### src/rtl/grant_ctrl.sv
// Four-way round-robin grant controller with bounded tenure and a forced dead cycle
// between grants. Grants, busy, owner and expired are all registered.
module grant_ctrl #(
   parameter int unsigned MAX_HOLD = 16
) (
   input  logic       clk,
   input  logic       rst_n,
   input  logic       r0,
   input  logic       r1,
   input  logic       r2,
   input  logic       r3,
   output logic       g0,
   output logic       g1,
   output logic       g2,
   output logic       g3,
   output logic       busy,
   output logic [1:0] owner,
   output logic       expired,
   output logic       R
);

   typedef enum logic [1:0] {StIdle, StGrant, StTurn} state_e;

   localparam logic [7:0] HoldLast = 8'(MAX_HOLD - 1);

   state_e     r_state;
   logic [3:0] r_grant;
   logic       r_busy;
   logic [1:0] r_owner;
   logic       r_expired;
   logic [1:0] r_last;
   logic [7:0] r_hold_cnt;

   logic [3:0] w_req;
   logic       w_any;
   logic [1:0] w_win;
   logic [1:0] w_idx;
   logic       w_owner_req;
   logic       w_hold_done;

   assign w_req       = {r3, r2, r1, r0};
   assign w_any       = |w_req;
   assign w_owner_req = w_req[r_last];
   assign w_hold_done = (r_hold_cnt == HoldLast);

   // Scan from farthest to nearest so the first requester after r_last wins.
   always_comb begin
      w_win = r_last;
      w_idx = r_last;
      for (int k = 4; k >= 1; k--) begin
         w_idx = r_last + 2'(k);
         if (w_req[w_idx]) begin
            w_win = w_idx;
         end
      end
   end

   always_ff @(posedge clk or negedge rst_n) begin
      if (!rst_n) begin
         r_state    <= StIdle;
         r_grant    <= 4'b0000;
         r_busy     <= 1'b0;
         r_owner    <= 2'd0;
         r_expired  <= 1'b0;
         r_last     <= 2'd3;
         r_hold_cnt <= 8'd0;
      end else begin
         unique case (r_state)
            StIdle, StTurn: begin
               r_expired <= 1'b0;
               if (w_any) begin
                  r_state    <= StGrant;
                  r_grant    <= 4'b0001 << w_win;
                  r_busy     <= 1'b1;
                  r_owner    <= w_win;
                  r_last     <= w_win;
                  r_hold_cnt <= 8'd0;
               end else begin
                  r_state <= StIdle;
               end
            end
            StGrant: begin
               r_hold_cnt <= r_hold_cnt + 8'd1;
               if (!w_owner_req || w_hold_done) begin
                  r_state   <= StTurn;
                  r_grant   <= 4'b0000;
                  r_busy    <= 1'b0;
                  r_owner   <= 2'd0;
                  // A simultaneous release wins over the timeout.
                  r_expired <= w_owner_req;
               end
            end
            default: begin
               r_state   <= StIdle;
               r_grant   <= 4'b0000;
               r_busy    <= 1'b0;
               r_owner   <= 2'd0;
               r_expired <= 1'b0;
            end
         endcase
      end
   end

   assign g0      = r_grant[0];
   assign g1      = r_grant[1];
   assign g2      = r_grant[2];
   assign g3      = r_grant[3];
   assign busy    = r_busy;
   assign owner   = r_owner;
   assign expired = r_expired;
   assign R       = w_any;

endmodule

### config.mk
export PLATFORM = sky130hd
export DESIGN_NAME = grant_ctrl
export DESIGN_NICKNAME = d
export VERILOG_FILES = /design/src/rtl/grant_ctrl.sv
export SDC_FILE = /design/constraint.sdc
export NUM_CORES = 1
export LEC_CHECK = 0
export CAP_MARGIN = 20
export CORE_AREA = 4 4 77 51
export CTS_CLUSTER_SIZE = 30
export DETAILED_ROUTE_END_ITERATION = 7
export DIE_AREA = 0 0 81 55
export DONT_BUFFER_PORTS = 1
export PLACE_DENSITY = 0.45
export SYNTH_ARGS = -nofsm -noshare
export SYNTH_HDL_FRONTEND = slang
export SYNTH_SLANG_ARGS = --single-unit
export TNS_END_PERCENT = 5
### constraint.sdc
create_clock -name clk -period 3.65 [get_ports clk]
set_clock_uncertainty 0.2 [all_clocks]
set_input_delay 0.5475 -clock clk [delete_from_list [all_inputs] [get_ports clk]]
set_output_delay 0.5475 -clock clk [all_outputs]
set_load 0.01 [all_outputs]
Yosys cells after proc, flatten, opt, wreduce, memory -nomap -nowiden
Cells that the tools add are included.

Logic and storage cells: 57. Memories: 0. Register bits after elaboration: 20. Bits in writable memories: 0. Input port bits: 6. Memory bits (read-only): 0. Bits in latches: 0. Output and inout port bits: 9.

Div/mod/pow operators: 0. Shift-type cells: 1. Multipliers: 0. Order comparisons: 4. Reduce and logical (&&, ||, !) cells: 9. Equal/unequal tests: 5. Muxes and demuxes: 27. Bitwise logic cells: 0. Add/sub/neg operators: 4.

Operators with widths (number): one-hot mux 8 bit (2 select lines) (1); less-than comparator 2 x 3 -> 1 bit, second input constant (4); 2-to-1 mux 2 bit (6); 2-to-1 mux 1 bit (9); adder 8 x 1 -> 8 bit, second input constant (1); binary-select mux 1 bit (select 2 bit) (4); == test 8 x 4 -> 1 bit, second input constant (1); 2-to-1 mux 4 bit (2); 2-to-1 mux 8 bit (1); one-hot mux 2 bit (2 select lines) (2); one-hot mux 4 bit (2 select lines) (1); AND reduction 2 bit (3); adder 2 bit, second input constant (2); != test 2 bit, second input constant (2); OR reduction 4 bit (1); << shifter 1 x 2 -> 4 bit, first input constant (1); adder 2 x 1 -> 2 bit, second input constant (1); == test 2 x 1 -> 1 bit, second input constant (1); == test 2 bit, second input constant (1); logical NOT 2 bit (1); one-hot mux 1 bit (2 select lines) (1); nonzero test 2 bit (1); OR reduction 2 bit (1); logical NOT 1 bit (1); logical OR 1 bit (1).

Logic depth before layout (Yosys ltp)
Depth in word-level cells: 9. Mapped depth: 6. Mapped depth without buffers: 5.

Worst setup path before layout
No wires, ideal clock.

Path type: register to register. Start: register r_last[1]. End: register r_grant[1]. Path buffers: 2. Cell stages (with the launch flop): 7. Clock period less this slack: 1.926 ns. Setup time: 0.131 ns. Required time: 3.319 ns. Slack: 1.724 ns. Arrival time: 1.594 ns. Cell sequence: dfstp_2 buf_6 mux4_2 and2_4 buf_6 a31oi_1 o31ai_1.

Cells in the longest elaborated chain, start to end: 9. Elaborated cells on any way between the ends: 21. Those cells by class: add/sub: 3; eq/ne: 1; shift: 1; mux: 13; reduce/logical: 3.

RTL lines: from (decl) (RTL line 31) `logic [1:0] r_last;`; from (signal assigned) (RTL line 76) `r_last <= w_win;`; adder 2 bit (RTL line 51) `w_idx = r_last + 2'(k);`; binary-select mux 1 bit (select 2 bit) (RTL line 52) `if (w_req[w_idx]) begin`; 2-to-1 mux 1 bit (not written as such) (RTL line 52); 2-to-1 mux 2 bit (3 in a row) (RTL line 52); << shifter 1 x 2 -> 4 bit (RTL line 73) `r_grant <= 4'b0001 << w_win;`; 2-to-1 mux 4 bit (RTL line 71) `if (w_any) begin`; one-hot mux 4 bit (2 select lines) (RTL line 68) `unique case (r_state)`; to (signal assigned) (RTL line 73); to (decl) (RTL line 27) `logic [3:0] r_grant;`.

Several ways; a longest one is shown, not always the timed one. The select of a mux whose other input is x is not followed. A chain may end at the register's enable or synchronous reset.

Worst setup path in the final report
Start: register r_last[1]. End: register r_grant[3].

Same word-level chain as after synthesis.

==> metrics.txt <==
outcome completed; Worst setup SP type flop; Max-slew headroom about two fifths; Mapped Cells approximately 110; Detailed Route WL approximately 2400 um; Final Wtd Congestion 0.803; # port buffers 0; CTS Buf Count 3; minimum clock period approximately 1900 ps; CTS tree built; buffer count from post-CTS setup fixing 0; period utilisation layout 53.0%; leakage power between 0.4 and 0.5 nW; Worst-Skew Late Latency about 250 ps; most used flip-flop cell after synthesis dfrtp_1; Critical Path AT ~1900 ps; worst vdd ir 296 uV; CTS Root Cell clkbuf_8; Area Overhead vs Synth 7.37%; Achievable Freq 517 MHz; Die X about 81 um; Vias/cell a little over 5; drt first-iter violations between 80 and 90; core area between 3000 and 4000 um2; # DRC 0; number of flops mapped to enable cells by yosys 0; CP Class flop to flop; hold buffers post-CTS 1; DP HPWL approximately 1800 um; Syn Nets 118; hold_ws around 290 ps; PD cells around 730 nW/um2; # diodes 0; Synth area leader dfrtp_1; Antenna Nets Post-Route 0; count leader, synth dfrtp_1; ys async rst share between 90% and 100%; sequential share of the synthesized area 47.8%; max cap viols 0; total gr overflow 0; Worst Tran Pin Value between 800 and 900 ps; Setup violations, final 0; Clock Sink Count 20; post-synthesis register bit count 20; commonest cells in the netlist dfrtp_1 (18), nand2_1 (15), a21oi_1 (8), nand3_1 (8), o21ai_0 (8); RSZ-0062 raised after global routing no; Distinct cells, synth 32; Crit. End Element flop; layout net count 121; worst-path maximum fanout 9; Fillers approximately 350; vias in the first global route approximately 720; Syn. warnings 0; Hold Crit Class flop to flop; via count ~810; die area 4460 um2; htree depth 1; share of the synthesized area in the top cell type between 40% and 50%; largest net degree at the start of global routing 21; height of the die 55 um; synthesized area 1050 um2; initial antenna violation count 0; Worst-path clk slew 70 ps; WP data required roughly 3600 ps; DR pass1 iterations 4; GRT Util Overall 11.8%; first-pass GRT wire length between 3000 and 4000 um; post-CTS resize count 0; fin. max-slew vios 0; Avg Cell Area, Syn 9.48 um2; Area contributors post-synth dfrtp_1 (43%), nand2_1 (5.4%), dfstp_2 (5.0%), a21oi_1 (3.8%), nand3_1 (3.8%); Longest Clk Path Bufs 2; Final Hold Viols 0; IO Count 15; setup TNS 0 ps; Starting Density about 33%; FP Rows 16; layout cells sized above 1 ~8.9%; WL/cell ~15 um
cells by family (layout without fill, tap and decap cells):
group / after synthesis / count (layout) / share of synthesized area [%]
AO/OA/AOI/OAI: 29 / 29 / 15.9
XOR/XNOR: 1 / 1 / 0.832
adder cells (fa/ha/maj): 1 / 1 / 1.19
buffers and inverters: 7 / 8 / 4.28
flip-flops: 20 / 20 / 47.8
multiplexers: 3 / 3 / 4.04
AND/OR/NAND/NOR: 50 / 50 / 25.9
report_power, final:
group / leakage, nW / switching (mW) / internal, mW
clock: 0.0216 / 0.0683 / 0.0734
sequential: 0.260 / 0.0999 / 0.304
combinational: 0.191 / 0.175 / 0.105
path summary, 6_finish.rpt:
path	startpoint	endpoint	slack [ps]	cells past startpoint
max	r_last[1]	r_grant[3]	1720	4
min in group asynchronous	rst_n	r_hold_cnt[2]	660	1
min reg2reg	r_hold_cnt[7]	r_hold_cnt[7]	290	1
max in group asynchronous	rst_n	r_grant[1]	2040	1
min	r_hold_cnt[7]	r_hold_cnt[7]	290	1
max reg2reg	r_last[1]	r_grant[3]	1720	4
state kept, by name, summed over array words and instances, names as in the netlist:
register    cells
expired         1
r_state         2
r_last          2
owner           2
busy            1
r_grant         4
r_hold_cnt      8
cell type report:
cell class / count / area, um2 / share of cell area (%)
Inverter: 4 / 15.0 / 1.33
Sequential cell: 20 / 503 / 44.5
Clock buffer: 3 / 41.3 / 3.65
Tap cell: 45 / 56.3 / 4.98
Multi-Input combinational cell: 84 / 504 / 44.6
Timing Repair Buffer: 1 / 10.0 / 0.886
metal layers:
| layer | global-route usage (%) | vias up | wire length, um |
|---|---|---|---|
| li1 | - | 406 | - |
| met1 | 19.4 | 381 | 1410 |
| met2 | 13.5 | 16 | 817 |
| met3 | 5.02 | 2 | 123 |
| met4 | 1.69 | 0 | 8 |
| met5 | 0 | - | 0 |
cells in the final DEF (no fill, tap or decap), drive strengths merged:
cell / netlist / layout
nor2b: 3 / 3
dlygate4sd3: 0 / 1
nand3: 8 / 8
or3: 1 / 1
dfstp: 2 / 2
ha: 1 / 1
nor4: 3 / 3
and2: 2 / 2
o21a: 1 / 1
nand2: 16 / 16
a31oi: 5 / 5
a21oi: 8 / 8
nand4: 1 / 1
and3: 6 / 6
nor2: 3 / 3
mux2i: 2 / 2
nor3b: 1 / 1
mux4: 1 / 1
o22ai: 1 / 1
o31ai: 5 / 5
inv: 4 / 4
o21ai: 9 / 9
xnor2: 1 / 1
clkbuf: 0 / 3
dfrtp: 18 / 18
nand2b: 3 / 3
nor3: 3 / 3
stage by stage:
step / power [mW] / worst slack (ps) / instance area [um2] / cells / utilization (%)
after floorplan: 0.626 / 1720 / 1050 / 111 / -
after global placement: 0.683 / 1710 / 1080 / 153 / 34.1
after detailed placement: 0.683 / 1680 / 1080 / 153 / 34.1
after global routing: 0.900 / 1650 / 1130 / 157 / 35.7
final: 0.826 / 1720 / 1130 / 157 / 35.7
after CTS: 0.834 / 1700 / 1130 / 157 / 35.7
worst max-delay path, cell delays in order (launching register included):
cell and delay [ps]:
dfstp_2 610, mux4_2 520, and2_4 210, a31oi_1 170, o31ai_1 100
Power figures use the tool's default switching activity.
